### config.mk
export PLATFORM = sky130hd
export DESIGN_NAME = ei_axi4_wr_arbiter
export DESIGN_NICKNAME = d
export VERILOG_FILES = /design/src/rtl/ei_axi4_wr_arbiter.sv
export SDC_FILE = /design/constraint.sdc
export NUM_CORES = 1
export LEC_CHECK = 0
export ABC_AREA = 1
export CAP_MARGIN = 25
export CORE_AREA = 2 2 108 110
export CTS_BUF_LIST = sky130_fd_sc_hd__clkbuf_8
export CTS_CLUSTER_DIAMETER = 200
export DETAILED_ROUTE_END_ITERATION = 16
export DIE_AREA = 0 0 110 112
export GPL_TIMING_DRIVEN = 0
export HOLD_SLACK_MARGIN = 0.02
export PLACE_DENSITY = 0.65
export SETUP_SLACK_MARGIN = 0.3
export SLEW_MARGIN = 20
export SYNTH_ARGS = -nofsm -noshare
export SYNTH_HDL_FRONTEND = slang
export SYNTH_SLANG_ARGS = --single-unit
### constraint.sdc
create_clock -name aclk -period 4 [get_ports aclk]
set_input_delay 0.4 -clock aclk [delete_from_list [all_inputs] [get_ports aclk]]
set_output_delay 0.4 -clock aclk [all_outputs]
set_load 0.02 [all_outputs]
### src/rtl/ei_axi4_wr_arbiter.sv
// ei_axi4_wr_arbiter
// Two-master to one-slave AXI4 write-path arbiter. One write transaction is
// in flight at a time. Ties go round-robin, and m0 wins the first tie after reset.
// Optional watchdog: define EI_AXI4_WR_ARB_TIMEOUT_EN to build the sticky
// timeout_err counter. When it is undefined, timeout_err is tied to 0.
//
// state | meaning
// IDLE  | no transaction; arbitrate between pending awvalid requests
// ADDR  | granted master's AW routed to slave, waiting for AW handshake
// DATA  | granted master's W routed to slave, until the wlast handshake
// RESP  | slave B routed to granted master, waiting for B handshake
module ei_axi4_wr_arbiter #(
    parameter int DATA_WIDTH     = 32,
    parameter int TIMEOUT_CYCLES = 256,
    localparam int BUS_BYTE_LANES = DATA_WIDTH / 8
) (
    input  logic                      aclk,
    input  logic                      areset,

    input  logic [31:0]               m0_awaddr,
    input  logic [7:0]                m0_awlen,
    input  logic [2:0]                m0_awsize,
    input  logic [1:0]                m0_awburst,
    input  logic                      m0_awvalid,
    output logic                      m0_awready,
    input  logic [DATA_WIDTH-1:0]     m0_wdata,
    input  logic [BUS_BYTE_LANES-1:0] m0_wstrb,
    input  logic                      m0_wlast,
    input  logic                      m0_wvalid,
    output logic                      m0_wready,
    output logic [1:0]                m0_bresp,
    output logic                      m0_bvalid,
    input  logic                      m0_bready,

    input  logic [31:0]               m1_awaddr,
    input  logic [7:0]                m1_awlen,
    input  logic [2:0]                m1_awsize,
    input  logic [1:0]                m1_awburst,
    input  logic                      m1_awvalid,
    output logic                      m1_awready,
    input  logic [DATA_WIDTH-1:0]     m1_wdata,
    input  logic [BUS_BYTE_LANES-1:0] m1_wstrb,
    input  logic                      m1_wlast,
    input  logic                      m1_wvalid,
    output logic                      m1_wready,
    output logic [1:0]                m1_bresp,
    output logic                      m1_bvalid,
    input  logic                      m1_bready,

    output logic [31:0]               s_awaddr,
    output logic [7:0]                s_awlen,
    output logic [2:0]                s_awsize,
    output logic [1:0]                s_awburst,
    output logic                      s_awvalid,
    input  logic                      s_awready,
    output logic [DATA_WIDTH-1:0]     s_wdata,
    output logic [BUS_BYTE_LANES-1:0] s_wstrb,
    output logic                      s_wlast,
    output logic                      s_wvalid,
    input  logic                      s_wready,
    input  logic [1:0]                s_bresp,
    input  logic                      s_bvalid,
    output logic                      s_bready,

    output logic                      grant,
    output logic                      busy,
    output logic                      timeout_err
);

    typedef enum logic [1:0] {
        IDLE = 2'd0,
        ADDR = 2'd1,
        DATA = 2'd2,
        RESP = 2'd3
    } state_t;

    state_t state;
    logic   last_grant;   // master granted by the last completed transaction
    logic   any_req;

    // A counter shorter than two cycles makes no sense for the watchdog.
    if (TIMEOUT_CYCLES < 2) begin : g_bad_timeout
        $error("ei_axi4_wr_arbiter: TIMEOUT_CYCLES must be at least 2");
    end

    assign any_req = m0_awvalid | m1_awvalid;
    assign busy    = (state != IDLE);

    // Transaction sequencing, round-robin grant and last-grant pointer.
    always_ff @(posedge aclk) begin
        if (areset) begin
            state      <= IDLE;
            grant      <= 1'b0;
            last_grant <= 1'b1;
        end else begin
            case (state)
                IDLE: begin
                    if (any_req) begin
                        state <= ADDR;
                        if (m0_awvalid && m1_awvalid)
                            grant <= ~last_grant;
                        else
                            grant <= m1_awvalid;
                    end
                end
                ADDR: if (s_awvalid && s_awready) state <= DATA;
                DATA: if (s_wvalid && s_wready && s_wlast) state <= RESP;
                RESP: begin
                    if (s_bvalid && s_bready) begin
                        last_grant <= grant;
                        state      <= IDLE;
                    end
                end
                default: state <= IDLE;
            endcase
        end
    end

    // Route the active channel of the granted master. Everything else stays 0.
    always_comb begin
        s_awaddr   = '0;
        s_awlen    = '0;
        s_awsize   = '0;
        s_awburst  = '0;
        s_awvalid  = 1'b0;
        s_wdata    = '0;
        s_wstrb    = '0;
        s_wlast    = 1'b0;
        s_wvalid   = 1'b0;
        s_bready   = 1'b0;
        m0_awready = 1'b0;
        m1_awready = 1'b0;
        m0_wready  = 1'b0;
        m1_wready  = 1'b0;
        m0_bvalid  = 1'b0;
        m1_bvalid  = 1'b0;
        m0_bresp   = '0;
        m1_bresp   = '0;
        case (state)
            ADDR: begin
                s_awaddr   = grant ? m1_awaddr  : m0_awaddr;
                s_awlen    = grant ? m1_awlen   : m0_awlen;
                s_awsize   = grant ? m1_awsize  : m0_awsize;
                s_awburst  = grant ? m1_awburst : m0_awburst;
                s_awvalid  = grant ? m1_awvalid : m0_awvalid;
                m0_awready = s_awready & ~grant;
                m1_awready = s_awready & grant;
            end
            DATA: begin
                s_wdata   = grant ? m1_wdata  : m0_wdata;
                s_wstrb   = grant ? m1_wstrb  : m0_wstrb;
                s_wlast   = grant ? m1_wlast  : m0_wlast;
                s_wvalid  = grant ? m1_wvalid : m0_wvalid;
                m0_wready = s_wready & ~grant;
                m1_wready = s_wready & grant;
            end
            RESP: begin
                s_bready  = grant ? m1_bready : m0_bready;
                m0_bvalid = s_bvalid & ~grant;
                m1_bvalid = s_bvalid & grant;
                m0_bresp  = grant ? 2'b00 : s_bresp;
                m1_bresp  = grant ? s_bresp : 2'b00;
            end
            default: ;
        endcase
    end

`ifdef EI_AXI4_WR_ARB_TIMEOUT_EN
    localparam int CNT_W = $clog2(TIMEOUT_CYCLES + 1);
    localparam logic [CNT_W-1:0] WD_LIMIT = CNT_W'(TIMEOUT_CYCLES);
    localparam logic [CNT_W-1:0] WD_LAST  = CNT_W'(TIMEOUT_CYCLES - 1);

    logic [CNT_W-1:0] wd_cnt;

    // Watchdog: count busy cycles from ADDR entry, saturate, and latch the error.
    always_ff @(posedge aclk) begin
        if (areset) begin
            wd_cnt      <= '0;
            timeout_err <= 1'b0;
        end else if (state == IDLE) begin
            if (any_req) wd_cnt <= '0;
        end else begin
            if (wd_cnt != WD_LIMIT) wd_cnt <= wd_cnt + 1'b1;
            if (wd_cnt == WD_LAST) timeout_err <= 1'b1;
        end
    end
`else
    assign timeout_err = 1'b0;
`endif

endmodule
==> results of run 1 <==
[flip-flops by register name, indices dropped and copies added, names as in the netlist]
register / count
grant: 1
state: 2
last_grant: 1
[power groups by stage]
stage / registers [mW] / logic, mW / clock network [mW]
2_1_floorplan: 0.0613 / 0.806 / 0
6_report: 0.0603 / 1.59 / 0.0897
5_1_grt: 0.0630 / 1.71 / 0.0943
3_3_place_gp: 0.0605 / 1.58 / 0
4_1_cts: 0.0608 / 1.60 / 0.0899
3_5_place_dp: 0.0617 / 1.59 / 0
[synthesized netlist by cell type (all sizes together)]
master    n
inv      14
nand3    80
dfxtp     4
o21ai     1
nor3      3
a21oi    48
ha        5
o211ai    1
conb      1
clkbuf    5
nand2   147
buf      29
nand4     2
nor2     12
a21boi    1
[worst max-delay path by stage]
stage	start	end	slack (ns)	cells past startpoint
floorplan	grant$_SDFFE_PP0P_	m1_awready	2.12	5
global placement	state[0]$_SDFFE_PP0P_	s_wdata[23]	1.51	8
detailed placement	state[0]$_SDFFE_PP0P_	s_wdata[23]	1.47	8
CTS	state[0]$_SDFFE_PP0P_	s_wdata[23]	1.23	8
global route	state[0]$_SDFFE_PP0P_	s_wdata[23]	1.07	8
finish	state[0]$_SDFFE_PP0P_	s_wdata[23]	1.25	8
[worst max-delay path: stages, from the launching register on]
cell	delay, ns
dfxtp_1	0.32
inv_1	0.12
ha_1	0.16
buf_4	0.16
buf_2	0.25
buf_2	0.26
nand3_1	0.10
nand2_1	0.11
clkdlybuf4s50_1	0.62
[cells by family after synthesis]
group,after synthesis,synth area share
AO/OA/AOI/OAI,51,0.153
adder cells (fa/ha/maj),5,0.0367
buffers and inverters,48,0.139
flip-flops,4,0.0470
other,1,0.00220
AND/OR/NAND/NOR,244,0.622
[metal layers]
layer  track usage  up-vias  wire (um)
met5             0        -          0
li1              -     1707          -
met3        0.0258       19        898
met4        0.0346        0        208
met2         0.314      157       5750
met1         0.189     1512       4320
[layout make-up]
| cell class | count | area, sq um |
|---|---|---|
| clock buffer | 3 | 41.3 |
| fill | 1191 | 6520 |
| timing repair buffer | 273 | 2730 |
| buffer | 34 | 176 |
| sequential | 4 | 80.1 |
| tap | 143 | 179 |
| inverter | 14 | 60.1 |
| multi-input combinational | 301 | 1390 |
[cell usage in the layout (no fill, tap or decap)]
master	count
dfxtp_1	4
inv_1	13
o211ai_1	1
clkbuf_8	3
nand3_1	76
nand2_1	142
nand3_2	4
conb_1	1
buf_1	1
nor2_1	11
clkbuf_1	5
buf_4	3
nor3_1	3
clkdlybuf4s50_1	273
a21oi_1	48
nand2_2	5
a21boi_0	1
ha_1	5
inv_8	1
nand4_1	2
o21ai_0	1
buf_6	1
buf_2	24
nor2_2	1
[metrics by stage]
step           std cells   util  instance area, sq um  hold slack [ns]
6_report             772  0.417                  4660            0.499
5_1_grt              772  0.417                  4660            0.522
4_1_cts              772  0.417                  4660            0.493
3_5_place_dp         769  0.413                  4610            0.481
3_3_place_gp         769  0.413                  4610            0.471
2_1_floorplan        353      -                  1700            0.446
==> run metrics, run 1 <==
outcome=finished clean; Die Span Y=between 100 and 150 um; Post-CTS Setup Bufs=0; I/O pins=275; DRC viols=0; FF-to-FF path depth=11; routability congestion estimate=between 0.9 and 1; skew final=0.00467 ns; core area=roughly 0.011 sq mm; routed wire length=between 10000 and 15000 um; Maximum Capacitance Violations=0; IO Port Bufs=between 200 and 300; Setup CP Type=reg2out; Tcrit/Tclk final=0.687; First-pass DRT Iterations=4; setup violators final=0; Final Worst Setup Slack=around 1.3 ns; Lkg Pwr=slightly below 2 nW; Worst Path Arrival=~2.4 ns; Die X=110 um; post-synthesis sequential area ratio=0.0470; Cell variety after synth=22; Resized cells post-CTS=0; Max clock buf depth=2; Endpoint, Worst Hold=last_grant$_SDFFE_PP1P_; largest net degree at the start of global routing=11; Setup TNS=0 ns; Gate power share=0.914; initial antenna violation count=0; Starting Density=0.152; Max Fanout on Critical Path=10; synthesized cell area=between 0.0015 and 0.002 sq mm; startpoint of the worst hold path=last_grant$_SDFFE_PP1P_; clock sinks=4; htree depth=1; drt initial violations=between 100 and 150; total grt overflow=0; HPWL after DPL=between 9000 and 10000 um; Critical Path RT=about 3.6 ns; critical path launch point type=flop; first-pass GRT wire length=between 15000 and 20000 um; P_int=0.829 mW; post-place setup slack=~1.5 ns; Synth area leaders=nand2_1 (31%), nand3_1 (22%), a21oi_1 (14%), buf_2 (7.1%), dfxtp_1 (4.7%); Antenna Violating Nets Remaining=0; clk_lat worst skew=approximately 0.22 ns; RR Endpoint=state[1]$_SDFFE_PP0P_; row count=39; r2r setup slk=about 2.5 ns; P per Cell Area=approximately 370 mW/mm^2; area leader, netlist=nand2_1; Mapped Cells=353; Clk pwr share=0.052; Synth warnings=0; vias per inst=roughly 4.4; Switching Share=0.523; max frequency=about 360 MHz; Worst-path clk slew=0.04 ns; switching power=0.910 mW; synthesized flop and latch total=4; vias in the first global route=approximately 3300; RSZ-0062 raised after global routing=no; power after layout=around 1.7 mW; fin crit period=between 2 and 3 ns; layout cell share with drive strength beyond 1=0.0668; Fin. Hold Viols=0; Final nets=roughly 800; Hold Path Stages=2; Synthesized Nets=around 540; routed vias=roughly 3400; Avg Inst Size Synth=just under 5 sq um; Die ar.=~0.012 sq mm; crit end category=output pin; CTS root buf=clkbuf_8; CTS tree=done; antenna cells=0; worst r2r src=state[0]$_SDFFE_PP0P_; VDD IR max=~0.28 mV; hold_buf cts=0; HP Class=reg2reg; sequential cell fraction of total power=0.035; routed len/inst=14.5 um; gr usage total=0.165; CTS buffer count=3; Final Max Tran Viols=0; area grow syn2layout=173%; post-synth top area share=0.313
(Power assumes the default switching activity.)
==> run 2, diff against run 1 <==
- PLACE_DENSITY: 0.65 -> 0.67
- clock period: 4 -> 2.4 ns (I/O delays scaled with it)
==> run 2 against run 1 <==
Global-route usage up 0.14 points. Clock skew down 0.0038 ns. Cell area down 2.6%. Largest cell class unchanged.
==> run metrics, run 2 (synthesized netlist as in run 1, its figures left out) <==
total grt overflow=0 (unchanged); Placed Area=0.00461 sq mm (unchanged); filler instances=1221 (was 1191); CTS tree=done (unchanged); slowest stage delay, CP=0.35 ns (was 0.62 ns); I/O pins=275 (unchanged); post-route cell area=0.00453 sq mm (was 0.00466 sq mm); IO Port Bufs=273 (unchanged); CP max stage cell=dlygate4sd2_1 (was clkdlybuf4s50_1); routed wire length=11200 um (about the same); Fin. Hold Viols=0 (unchanged); Max Fanout on Critical Path=10 (unchanged); clk_lat worst skew=0.21 ns (was 0.22 ns); Setup TNS=0 ns (unchanged); crit end category=output pin (unchanged); HP Class=reg2reg (unchanged); antenna cells=0 (unchanged); largest net degree at the start of global routing=11 (unchanged); Lkg Pwr=2.31 nW (was 1.99 nW); Setup CP Type=reg2out (unchanged); layout cell share with drive strength beyond 1=0.122 (was 0.0668); max reg flops=2 (unchanged); row count=39 (unchanged); Final nets=813 (unchanged); vias per inst=4.40 (about the same); max frequency=approximately 490 MHz; Die ar.=0.0123 sq mm (unchanged); outcome=finished clean (unchanged); fin crit period=2.03 ns; htree depth=1 (unchanged); Critical Path RT=2.16 ns (was 3.60 ns); Worst Path Arrival=1.79 ns (was 2.35 ns); Max clock buf depth=2 (unchanged); HPWL after DPL=9320 um (was 9400 um); commonest non-fill, non-tap cell in the layout=clkdlybuf4s50_1 (unchanged); crit path cell chain=buf_6 -> inv_8 -> buf_4 -> buf_2 -> nand2_1 -> a21oi_1 -> dlygate4sd2_1 (was inv_1 -> ha_1 -> buf_4 -> buf_2 -> buf_2 -> nand3_1 -> nand2_1 -> clkdlybuf4s50_1); first-pass GRT wire length=16700 um (was 16300 um); Sequential cell area=81.3 sq um (was 80.1 sq um); Maximum Capacitance Violations=0 (unchanged); clock sinks=4 (unchanged); CTS buffer count=3 (unchanged); routability congestion estimate=0.965 (was 0.964); vias in the first global route=3360 (was 3319); multi-input combinational cell area=0.00139 sq mm (unchanged); DRC viols=0 (unchanged); Die X=110 um (unchanged); commonest cells after routing, fill and taps aside=clkdlybuf4s50_1 (181), nand2_1 (142), nand3_1 (76), dlygate4sd2_1 (53), a21oi_1 (48) (was clkdlybuf4s50_1 (273), nand2_1 (142), nand3_1 (76), a21oi_1 (48), buf_2 (24)); VDD IR max=0.447 mV (was 0.275 mV); RSZ-0062 raised after global routing=no (unchanged); final hold slack=0.476 ns (was 0.499 ns); Worst-path clk slew=0.03 ns (was 0.04 ns); skew final=0.000894 ns (was 0.00467 ns); initial antenna violation count=0 (unchanged); Starting Density=0.152 (unchanged); routed vias=3393 (was 3395); Antenna Violating Nets Remaining=0 (unchanged); largest register by flop count=state (unchanged); Tcrit/Tclk final=0.844; P per Cell Area=597 mW/mm^2 (was 374 mW/mm^2); gr usage total=0.166 (was 0.165); setup violators final=0 (unchanged); First-pass DRT Iterations=4 (unchanged); Post-CTS Setup Bufs=0 (unchanged); area grow syn2layout=166% (was 173%); Die Span Y=112 um (unchanged); biggest regs=state: 2 flops, grant: 1 flops, last_grant: 1 flops (unchanged); routed len/inst=14.4 um (was 14.5 um); Final Max Tran Viols=0 (unchanged); drt initial violations=114 (was 145); CTS root buf=clkbuf_8 (unchanged); core area=0.0112 sq mm (unchanged); critical path launch point type=flop (unchanged)
## run 2: cell count changes in the layout (fill, tap and decap cells not counted), moves of 3 or more
cell             delta
clkdlybuf4s15_2     +3
clkbuf_2           +27
buf_6               +3
clkbuf_1            -5
clkdlybuf4s15_1    +11
dlygate4sd2_1      +53
buf_2              -10
buf_4               +8
clkdlybuf4s50_1    -92
## run 2: worst max-delay path: cells and delay by family (launching register included)
family | cells | cell delay, ns
buffers and inverters | 5 | 1.02
flip-flops | 1 | 0.31
AND/OR/NAND/NOR | 1 | 0.08
AO/OA/AOI/OAI | 1 | 0.15
## run 2: power by group
| part | internal (mW) | switching [mW] |
|---|---|---|
| Sequential | 0.0885 | 0.0177 |
| Combinational | 1.00 | 1.46 |
| Clock | 0.107 | 0.0321 |
## run 2: timing repair
item / CTS / global route
endpoints found under the setup margin: 92 / 62
gates resized for setup: 128 / 52
gates cloned: 0 / 0
hold buffers: 0 / 0
## run 2: per-stage QoR
step / utilization / power [mW] / instances / setup slack, ns
2_1_floorplan: - / 1.45 / 353 / 0.683
3_3_place_gp: 0.413 / 2.72 / 769 / 0.0566
3_5_place_dp: 0.413 / 2.75 / 769 / 0.0205
4_1_cts: 0.412 / 2.73 / 772 / 0.239
5_1_grt: 0.406 / 2.93 / 772 / 0.296
6_report: 0.406 / 2.71 / 772 / 0.374
## run 2: final timing paths
kind                           start                       to  slack [ns]  cells past startpoint
min          last_grant$_SDFFE_PP1P_  last_grant$_SDFFE_PP1P_        0.48                      2
min reg2reg  last_grant$_SDFFE_PP1P_  last_grant$_SDFFE_PP1P_        0.48                      2
max               grant$_SDFFE_PP0P_             s_awaddr[30]        0.37                      7
max reg2reg    state[0]$_SDFFE_PP0P_    state[1]$_SDFFE_PP0P_        0.92                     11
## run 2: final cells by class
type / instances / area share
buffer: 34 / 0.0497
tap: 143 / 0.0395
timing repair buffer: 273 / 0.565
inverter: 14 / 0.0132
sequential: 4 / 0.0179
multi-input combinational: 301 / 0.306
clock buffer: 3 / 0.00911
## run 2: metal layers
metal / GRT usage / share of wire
met3: 0.0322 / 0.076
met5: 0 / 0
met1: 0.191 / 0.38
met2: 0.320 / 0.53
met4: 0.0169 / 0.014
